**config.mk**
```make
export PLATFORM = sky130hd
export DESIGN_NAME = apb_fabric_intc_flat
export DESIGN_NICKNAME = d
export VERILOG_FILES = /design/src/rtl/apb_fabric_intc_if.sv /design/src/rtl/apb_fabric_intc.sv /design/src/flat_wrapper.sv
export SDC_FILE = /design/constraint.sdc
export NUM_CORES = 1
export LEC_CHECK = 0
export CAP_MARGIN = 0
export CORE_ASPECT_RATIO = 1.1
export CORE_MARGIN = 2
export CORE_UTILIZATION = 40
export DETAILED_ROUTE_END_ITERATION = 6
export GPL_ROUTABILITY_DRIVEN = 0
export HOLD_SLACK_MARGIN = 0.03
export MAX_ROUTING_LAYER = met4
export PLACE_DENSITY = 0.86
export SLEW_MARGIN = 20
export SYNTH_ARGS = -nofsm -noshare
export SYNTH_HDL_FRONTEND = slang
export SYNTH_SLANG_ARGS = --single-unit
```
**constraint.sdc**
```tcl
create_clock -name clk -period 3.4 [get_ports clk]
set_input_delay 0.34 -clock clk [delete_from_list [all_inputs] [get_ports clk]]
set_output_delay 0.34 -clock clk [all_outputs]
set_load 0.1 [all_outputs]
```
**src/rtl/apb_fabric_intc_if.sv**
```systemverilog
// APB bus between the CPU master and the fabric: the master drives address/control/data,
// the fabric returns read data, ready and error.
interface apb_fabric_intc_if #(
  parameter int ADDR_WIDTH = 32,
  parameter int DATA_WIDTH = 32
) ();
  logic [ADDR_WIDTH-1:0]   paddr;
  logic [DATA_WIDTH-1:0]   pwdata;
  logic [DATA_WIDTH-1:0]   prdata;
  logic                    psel;
  logic                    penable;
  logic                    pwrite;
  logic [DATA_WIDTH/8-1:0] pstb;
  logic                    pready;
  logic                    perr;

  modport master (
    output paddr, pwdata, psel, penable, pwrite, pstb,
    input  prdata, pready, perr
  );

  modport slave (
    input  paddr, pwdata, psel, penable, pwrite, pstb,
    output prdata, pready, perr
  );
endinterface

```
**src/rtl/apb_fabric_intc.sv**
```systemverilog
// APB fabric: decodes the CPU bus to sram/system/uart or an internal interrupt controller
// that latches bus errors and level interrupts and drives the CPU interrupt line.
module apb_fabric_intc #(
  parameter int ADDR_WIDTH = 32,
  parameter int DATA_WIDTH = 32,
  parameter int N_IRQ      = 8
) (
  input  logic                  clk,
  input  logic                  rts,
  apb_fabric_intc_if.slave      m,
  output logic                  sram_sel,
  output logic                  uart_sel,
  output logic                  system_sel,
  output logic                  sram_enable,
  output logic                  uart_enable,
  output logic                  system_enable,
  input  logic [DATA_WIDTH-1:0] sram_rdata,
  input  logic [DATA_WIDTH-1:0] uart_rdata,
  input  logic [DATA_WIDTH-1:0] system_rdata,
  input  logic                  sram_ready,
  input  logic                  uart_ready,
  input  logic                  system_ready,
  input  logic                  sram_err,
  input  logic                  uart_err,
  input  logic                  system_err,
  input  logic [N_IRQ-1:0]      irq_in,
  output logic                  cpu_interrupt
);

  localparam int PW = N_IRQ + 1;
  localparam int NB = DATA_WIDTH / 8;

  logic                  hit_sram, hit_uart, hit_system, hit_intc, bad_off;
  logic                  xfer_done, err_evt, reg_we, wr_pend, wr_en;
  logic [DATA_WIDTH-1:0] bm, reg_rdata;
  logic [PW-1:0]         wr_bm, pend_clr;
  logic [PW-1:0]         pending, enable;
  logic [ADDR_WIDTH-1:0] erraddr;
  logic                  unused_bits;

  function automatic logic [DATA_WIDTH-1:0] byte_mask(input logic [NB-1:0] stb);
    logic [DATA_WIDTH-1:0] mask;
    for (int i = 0; i < DATA_WIDTH; i++) mask[i] = stb[i/8];
    return mask;
  endfunction

  function automatic logic [DATA_WIDTH-1:0] lowest_index(input logic [PW-1:0] v);
    logic [DATA_WIDTH-1:0] idx;
    idx = '1;
    for (int i = PW - 1; i >= 0; i--) if (v[i]) idx = DATA_WIDTH'(i);
    return idx;
  endfunction

  assign hit_system = (m.paddr[ADDR_WIDTH-1:16] == '0);
  assign hit_intc   = (m.paddr[ADDR_WIDTH-1:12] == (ADDR_WIDTH-12)'(32'h0000_2000));
  assign hit_uart   = (m.paddr[ADDR_WIDTH-1:8]  == (ADDR_WIDTH-8)'(32'h0010_0000));
  assign hit_sram   = (m.paddr[ADDR_WIDTH-1:28] == (ADDR_WIDTH-28)'(32'h8));
  assign bad_off    = (m.paddr[11:4] != '0);

  assign sram_sel      = m.psel & hit_sram;
  assign uart_sel      = m.psel & hit_uart;
  assign system_sel    = m.psel & hit_system;
  assign sram_enable   = m.psel & m.penable & hit_sram;
  assign uart_enable   = m.psel & m.penable & hit_uart;
  assign system_enable = m.psel & m.penable & hit_system;

  always_comb begin
    reg_rdata = '0;
    case (m.paddr[3:2])
      2'd0: reg_rdata = DATA_WIDTH'(pending);
      2'd1: reg_rdata = DATA_WIDTH'(enable);
      2'd2: reg_rdata = lowest_index(pending & enable);
      2'd3: reg_rdata = DATA_WIDTH'(erraddr);
    endcase
  end

  // Internal block and unmapped space answer in the access phase with no wait states.
  always_comb begin
    m.prdata = '0;
    m.pready = 1'b0;
    m.perr   = 1'b0;
    if (m.psel) begin
      if (hit_sram) begin
        m.prdata = sram_rdata;
        m.pready = sram_ready;
        m.perr   = sram_err;
      end else if (hit_uart) begin
        m.prdata = uart_rdata;
        m.pready = uart_ready;
        m.perr   = uart_err;
      end else if (hit_system) begin
        m.prdata = system_rdata;
        m.pready = system_ready;
        m.perr   = system_err;
      end else if (hit_intc) begin
        m.prdata = bad_off ? '0 : reg_rdata;
        m.pready = m.penable;
        m.perr   = m.penable & bad_off;
      end else begin
        m.pready = m.penable;
        m.perr   = m.penable;
      end
    end
  end

  assign xfer_done = m.psel & m.penable & m.pready;
  assign err_evt   = xfer_done & m.perr;
  assign reg_we    = xfer_done & hit_intc & m.pwrite & ~bad_off;
  assign wr_pend   = reg_we & (m.paddr[3:2] == 2'd0);
  assign wr_en     = reg_we & (m.paddr[3:2] == 2'd1);

  assign bm       = byte_mask(m.pstb);
  assign wr_bm    = bm[PW-1:0];
  assign pend_clr = wr_pend ? (m.pwdata[PW-1:0] & wr_bm) : '0;

  // Set terms are OR-ed after the clear so a simultaneous set wins.
  always_ff @(posedge clk or posedge rts) begin
    if (rts) begin
      pending <= '0;
      enable  <= '0;
      erraddr <= '0;
    end else begin
      pending <= (pending & ~pend_clr) | {irq_in, err_evt};
      if (wr_en) enable <= (enable & ~wr_bm) | (m.pwdata[PW-1:0] & wr_bm);
      if (err_evt) erraddr <= m.paddr;
    end
  end

  assign cpu_interrupt = |(pending & enable);

  assign unused_bits = ^{m.paddr[1:0], m.pwdata, bm};

endmodule

```
**src/flat_wrapper.sv**
```systemverilog
// flat-port wrapper written by rule: the top's interface ports become plain ports
module apb_fabric_intc_flat 
#(
  parameter int ADDR_WIDTH = 32,
  parameter int DATA_WIDTH = 32,
  parameter int N_IRQ      = 8
)
  (clk, rts, sram_sel, uart_sel, system_sel, sram_enable, uart_enable, system_enable, sram_rdata, uart_rdata, system_rdata, sram_ready, uart_ready, system_ready, sram_err, uart_err, system_err, irq_in, cpu_interrupt, m_paddr, m_pwdata, m_psel, m_penable, m_pwrite, m_pstb, m_prdata, m_pready, m_perr);
  apb_fabric_intc_if #(.ADDR_WIDTH(ADDR_WIDTH), .DATA_WIDTH(DATA_WIDTH)) m_i ();
  input  logic clk;
  input  logic rts;
  output logic sram_sel;
  output logic uart_sel;
  output logic system_sel;
  output logic sram_enable;
  output logic uart_enable;
  output logic system_enable;
  input  logic [DATA_WIDTH-1:0] sram_rdata;
  input  logic [DATA_WIDTH-1:0] uart_rdata;
  input  logic [DATA_WIDTH-1:0] system_rdata;
  input  logic sram_ready;
  input  logic uart_ready;
  input  logic system_ready;
  input  logic sram_err;
  input  logic uart_err;
  input  logic system_err;
  input  logic [N_IRQ-1:0] irq_in;
  output logic cpu_interrupt;
  input wire logic [$bits(m_i.paddr)-1:0] m_paddr;
  input wire logic [$bits(m_i.pwdata)-1:0] m_pwdata;
  input wire logic [$bits(m_i.psel)-1:0] m_psel;
  input wire logic [$bits(m_i.penable)-1:0] m_penable;
  input wire logic [$bits(m_i.pwrite)-1:0] m_pwrite;
  input wire logic [$bits(m_i.pstb)-1:0] m_pstb;
  output wire logic [$bits(m_i.prdata)-1:0] m_prdata;
  output wire logic [$bits(m_i.pready)-1:0] m_pready;
  output wire logic [$bits(m_i.perr)-1:0] m_perr;
  assign m_i.paddr = m_paddr;
  assign m_i.pwdata = m_pwdata;
  assign m_i.psel = m_psel;
  assign m_i.penable = m_penable;
  assign m_i.pwrite = m_pwrite;
  assign m_i.pstb = m_pstb;
  assign m_prdata = m_i.prdata;
  assign m_pready = m_i.pready;
  assign m_perr = m_i.perr;
  apb_fabric_intc #(.ADDR_WIDTH(ADDR_WIDTH), .DATA_WIDTH(DATA_WIDTH), .N_IRQ(N_IRQ)) u_core (.clk(clk), .rts(rts), .m(m_i), .sram_sel(sram_sel), .uart_sel(uart_sel), .system_sel(system_sel), .sram_enable(sram_enable), .uart_enable(uart_enable), .system_enable(system_enable), .sram_rdata(sram_rdata), .uart_rdata(uart_rdata), .system_rdata(system_rdata), .sram_ready(sram_ready), .uart_ready(uart_ready), .system_ready(system_ready), .sram_err(sram_err), .uart_err(uart_err), .system_err(system_err), .irq_in(irq_in), .cpu_interrupt(cpu_interrupt));
endmodule
```
Yosys cells after proc, flatten, opt, wreduce, memory -nomap -nowiden. Index checks and enable logic that the tools add are counted.

Register bits: 50. Input bits: 183. Output and inout port bits: 41. Logic and storage cells: 63.

Equality and inequality tests: 6. Multiplexer cells: 26. Bitwise operators: 24. Reduce and logical (&&, ||, !) cells: 4.

Operator list (count): 32-bit 2-to-1 mux (15); 32-bit one-hot mux with 4 select lines (1); 9-bit AND (4); 24-bit by 21-bit == test with 1-bit output (second input constant) (1); 20-bit by 14-bit == test with 1-bit output (second input constant) (1); 9-bit inverter (2); 9-bit bitwise OR (2); 16-bit logical NOT (1); 1-bit AND (15); 1-bit 2-to-1 mux (9); 9-bit 2-to-1 mux (1); 9-bit OR reduction (1); 8-bit nonzero test (1); 2-bit == test (second input constant) (2); 4-bit == test (second input constant) (1); 2-bit by 1-bit == test with 1-bit output (second input constant) (1); 2-bit logical NOT (1); 1-bit inverter (1).

Longest topological paths before layout.
Word-level depth: 17. Depth in mapped cells: 8.

Worst setup path before layout. No wires, ideal clock.

Path kind: reg2out. Start: reg (tool-made name). End: out m_prdata[22]. Arrival time: 3916 ps. Required time: 3060 ps. Setup slack: -856 ps. Cell stages (with the launch flop): 8. Path buffers: 1. Cells stage by stage: dfrtp_1 -> a22oi_1 -> nand2_1 -> a211oi_2 -> clkbuf_1 -> a21oi_1 -> o21ai_0 -> nor3b_1.

RTL lines: end: declaration (RTL line flat_wrapper.sv:35) `output wire logic [$bits(m_i.prdata)-1:0] m_prdata;`.

Worst setup path in the final report.
Start: in m_paddr[12]. End: out m_prdata[0].

Cells in the longest elaborated chain, start to end: 6.

Ends and longest elaborated chain: start: declaration (RTL line flat_wrapper.sv:29) `input wire logic [$bits(m_i.paddr)-1:0] m_paddr;`; 20-bit by 14-bit == test with 1-bit output (RTL line apb_fabric_intc.sv:55) `assign hit_intc = (m.paddr[ADDR_WIDTH-1:12] == (ADDR_WIDTH-12)'(32'h0000_2000));`; 32-bit 2-to-1 mux (RTL line apb_fabric_intc.sv:95) `end else if (hit_intc) begin`; 32-bit 2-to-1 mux (RTL line apb_fabric_intc.sv:91) `end else if (hit_system) begin`; 32-bit 2-to-1 mux (*) (RTL line apb_fabric_intc.sv:87) `end else if (hit_uart) begin`; 32-bit 2-to-1 mux (*) (RTL line apb_fabric_intc.sv:83) `if (hit_sram) begin`; 32-bit 2-to-1 mux (*) (RTL line apb_fabric_intc.sv:82) `if (m.psel) begin`.

Every way passes the cells marked *; elsewhere a longest branch is shown, timed or not.

==> impl_summary.txt <==
----------------------------------------------------
[Clocking]
  Setup bufs post-CTS ... 0
  CTS tree ... built
  Count of hold buffers inserted by post-cts repair ... 0
  Post-CTS resize count ... 0
  Clock latency reported for the late side of the worst-skew pair ... 300 ps
  Longest Clk Path Bufs ... 2
  Inserted Clock Buffers ... 5
  Clock-pin transition on the worst setup and hold timing paths ... 100 ps
  Number of levels in the clock H-tree ... 2
  Root Buffer ... sky130_fd_sc_hd__clkbuf_8
  Clk sink count ... 50

[GRT]
  Number of global-route vias before repair ... 4361
  Remaining Overflow, GRT ... 0
  Number of antenna violations at the first check in global routing ... 0
  Global-route usage over all layers ... 29.5%
  Wire length of the first global-routing pass ... 21900 um
  Largest net degree at the start of global routing ... 51

[Layout]
  Post-Layout Cell Count ... 712
  Number of nets in the final layout ... 780
  Ratio of cells with drive above 1 in the final layout ... 22.6%
  Most common library cell in the layout ignoring fill and taps ... sky130_fd_sc_hd__clkdlybuf4s50_1
  Signed area change from the synthesized netlist to the final layout ... 78.1%
  Filler Cells Inserted ... 637
  Antenna diode count ... 0
  Final design area excluding fillers ... 6370 um2
  Highest-count cells in the layout ignoring fill and taps ... sky130_fd_sc_hd__clkdlybuf4s50_1 (157), sky130_fd_sc_hd__a21oi_1 (57), sky130_fd_sc_hd__dfrtp_1 (50)

[Synth]
  Synth Flop Type ... sky130_fd_sc_hd__dfrtp_1
  Post-synthesis net count ... 590
  Compound-cell area share of the yosys netlist ... 28.7%
  Area fraction of the dominant cell type after synthesis ... 35.0%
  Count of yosys warnings during synthesis ... 0
  EDFF count, synth ... 0
  Portion of netlist area occupied by mux cells ... 14.4%
  Async set-or-reset flop fraction in the synthesized netlist ... 100%
  Cell Area, Synth ... 3580 um2
  Main area contributors after synthesis ... sky130_fd_sc_hd__dfrtp_1 (35%), sky130_fd_sc_hd__a21oi_1 (9.2%), sky130_fd_sc_hd__o21ai_0 (5.5%)
  Adder-Cell Fraction of Synth Area ... 0%
  Fraction of the yosys area taken by sequential cells ... 35.0%
  Average size of a mapped cell ... 8.79 um2
  Number of synthesized register bits ... 50
  Combinational family with the most area after synthesis ... compound AO/OA/AOI/OAI gates
  Mapped Cells ... 407
  Number of different library cells in the post-synthesis netlist ... 52
  Area share of xor/xnor cells in the synthesized design ... 0%
  Share of synthesized cell area in and, or, nand and nor gates ... 17.4%
  Yosys top cell by area ... sky130_fd_sc_hd__dfrtp_1

[Timing]
  Hold violation count in the final report ... 0
  Share of the clock period used by the worst path after layout ... 94.0%
  RSZ-0062 raised after global routing ... false
  Worst hold margin ... 497 ps
  Setup violation total in the final timing report ... 0
  Maximum achievable frequency ... 313 MHz
  Setup clock skew after layout ... 0 ps
  Worst max-slew margin expressed relative to the limit ... 43.4%
  Final setup TNS ... 0 ps
  Count of final max-slew check failures ... 0
  Final worst path period need ... 3190 ps
  Actual slew at the worst max-slew pin ... 847 ps

[Routing]
  Routed Antenna Nets ... 0
  Final routed DRC violation total ... 0
  Routed Wire Length ... 14200 um
  Iteration-0 DRC Markers ... 186
  Length of the first detailed-routing pass in iterations ... 4
  Routed len/inst ... 20.0 um
  Vias per inst ... 6.00
  Routed vias ... 4273

[Floorplan]
  Starting density of the core ... 40.7%
  Die Span X ... 94.2 um
  Core Rows ... 36
  Floorplan core area ... 8780 um2
  Area of the die ... 9720 um2
  Die Height ... 103 um
  Number of placed I/O pins ... 224

[Place]
  Total cell area at the placement stage ... 6260 um2
  Placed Cells ... 704
  Count of input and output buffers ... 198
  Detailed placer's ending HPWL ... 11100 um

[Power and ir drop]
  Power per unit of standard cell area ... 259 nW/um2
  Switch share ... 28.6%
  IR Drop Worst-Case VDD ... 0.000165 V
  Combinational Power Share ... 31.0%
  Sequential fraction of design power ... 43.5%
  Switching power of the nets ... 0.473 mW
  Power Internal ... 1.18 mW
  Leakage power ... 2.34 nW
  Clock Power Share ... 25.4%

[Setup path]
  Highest-delay cell along the critical path ... sky130_fd_sc_hd__or2_2
  Kind of cell adding the most delay to the critical path ... simple AND/OR/NAND/NOR gates
  Arrival @ worst endpoint ... 2850 ps
  Buf+Inv Stages, Crit Path ... 3
  Delay of the slowest critical-path stage ... 510 ps
  Worst setup path category ... in -> out
  Setup crit start kind ... input port
  Crit-path cells ... clkdlybuf4s50_1 > nor4_1 > buf_4 > nand4_1 > or2_2 > nor2_1 > o21ai_0 > a21oi_2 > buf_12
  Kind of end point of the critical path ... primary output
  Crit Path Max Fanout ... 24
  Required time of the worst setup path ... 3060 ps
  Worst setup path startpoint ... m_paddr[12]

[Run status]
  Run status ... complete, no violations

[Hold path]
  Worst hold-check path type ... reg -> reg
  HP Start ... u_core.erraddr[0]

[Run]
  Maxcap violations ... 0

----------------------------------------------------
-- kinds of logic after synthesis --
logic type	count (synthesis)
buffers and inverters	38
AO/OA/AOI/OAI	170
AND/OR/NAND/NOR	107
flip-flops	50
multiplexers	42
-- stage by stage --
stage	worst slack [ps]	util, %	power, mW
CTS	228	72.5	1.66
global placement	271	71.3	1.22
global route	97.9	72.6	1.72
detailed placement	182	71.3	1.24
finish	206	72.6	1.65
floorplan	18.8	-	0.942
-- worst register-to-register path, stage by stage (launching register included) --
cell	delay, ps
sky130_fd_sc_hd__dfrtp_1	520
sky130_fd_sc_hd__o21ai_0	160
sky130_fd_sc_hd__o31ai_1	80
-- cells in the mapped netlist, types with 2 or more instances --
cell,count
sky130_fd_sc_hd__a21oi_1,66
sky130_fd_sc_hd__dfrtp_1,50
sky130_fd_sc_hd__o21ai_0,39
sky130_fd_sc_hd__nand2_1,26
sky130_fd_sc_hd__o22ai_1,24
sky130_fd_sc_hd__clkbuf_1,23
sky130_fd_sc_hd__nor3b_1,23
sky130_fd_sc_hd__mux2_1,17
sky130_fd_sc_hd__mux2_2,16
sky130_fd_sc_hd__nor2_1,15
sky130_fd_sc_hd__a21o_1,9
sky130_fd_sc_hd__a221oi_1,9
sky130_fd_sc_hd__mux2_4,8
sky130_fd_sc_hd__o221ai_1,7
sky130_fd_sc_hd__inv_1,5
sky130_fd_sc_hd__nand3_1,5
sky130_fd_sc_hd__nand4_1,5
sky130_fd_sc_hd__a22oi_1,4
sky130_fd_sc_hd__nor2b_1,4
sky130_fd_sc_hd__nor3_1,4
sky130_fd_sc_hd__buf_1,3
sky130_fd_sc_hd__buf_4,3
sky130_fd_sc_hd__nand2b_1,3
sky130_fd_sc_hd__nor4_1,3
sky130_fd_sc_hd__nor4_2,3
sky130_fd_sc_hd__and2_1,2
sky130_fd_sc_hd__and3_1,2
sky130_fd_sc_hd__buf_2,2
sky130_fd_sc_hd__o211ai_1,2
sky130_fd_sc_hd__or2_2,2
sky130_fd_sc_hd__or3_1,2
-- final cells by class --
class / instances / area, um2 / area share, %
Clock buffer: 5 / 68.8 / 1.08
Clock inverter: 3 / 40.0 / 0.628
Inverter: 6 / 23.8 / 0.373
Multi-Input combinational cell: 319 / 2330 / 36.5
Sequential cell: 50 / 1250 / 19.6
Tap cell: 114 / 143 / 2.24
Timing Repair Buffer: 215 / 2520 / 39.5
-- power by group through the flow --
stage	sequential (mW)	combinational, mW	clock, mW
finish	0.720	0.513	0.420
global route	0.727	0.548	0.449
CTS	0.717	0.514	0.427
detailed placement	0.730	0.511	0
global placement	0.721	0.495	0
floorplan	0.712	0.230	0
-- worst paths after layout --
kind	endpoint	slack (ps)	cells past startpoint
max reg2reg	register	2560	2
min reg2reg	u_core.erraddr[0]	500	1
min in group asynchronous	u_core.erraddr[11]	510	2
max	m_prdata[0]	210	9
min	u_core.erraddr[0]	500	1
max in group asynchronous	u_core.erraddr[19]	2390	2
-- metal layers --
layer | up-vias | wire length [um] | track usage (%)
met4 | 0 | 432 | 11.0
met1 | 2096 | 5210 | 34.0
met5 | - | 0 | -
met3 | 47 | 1040 | 5.29
li1 | 1933 | - | -
met2 | 197 | 7540 | 51.7
No activity file was read; power rests on OpenSTA's default activity.
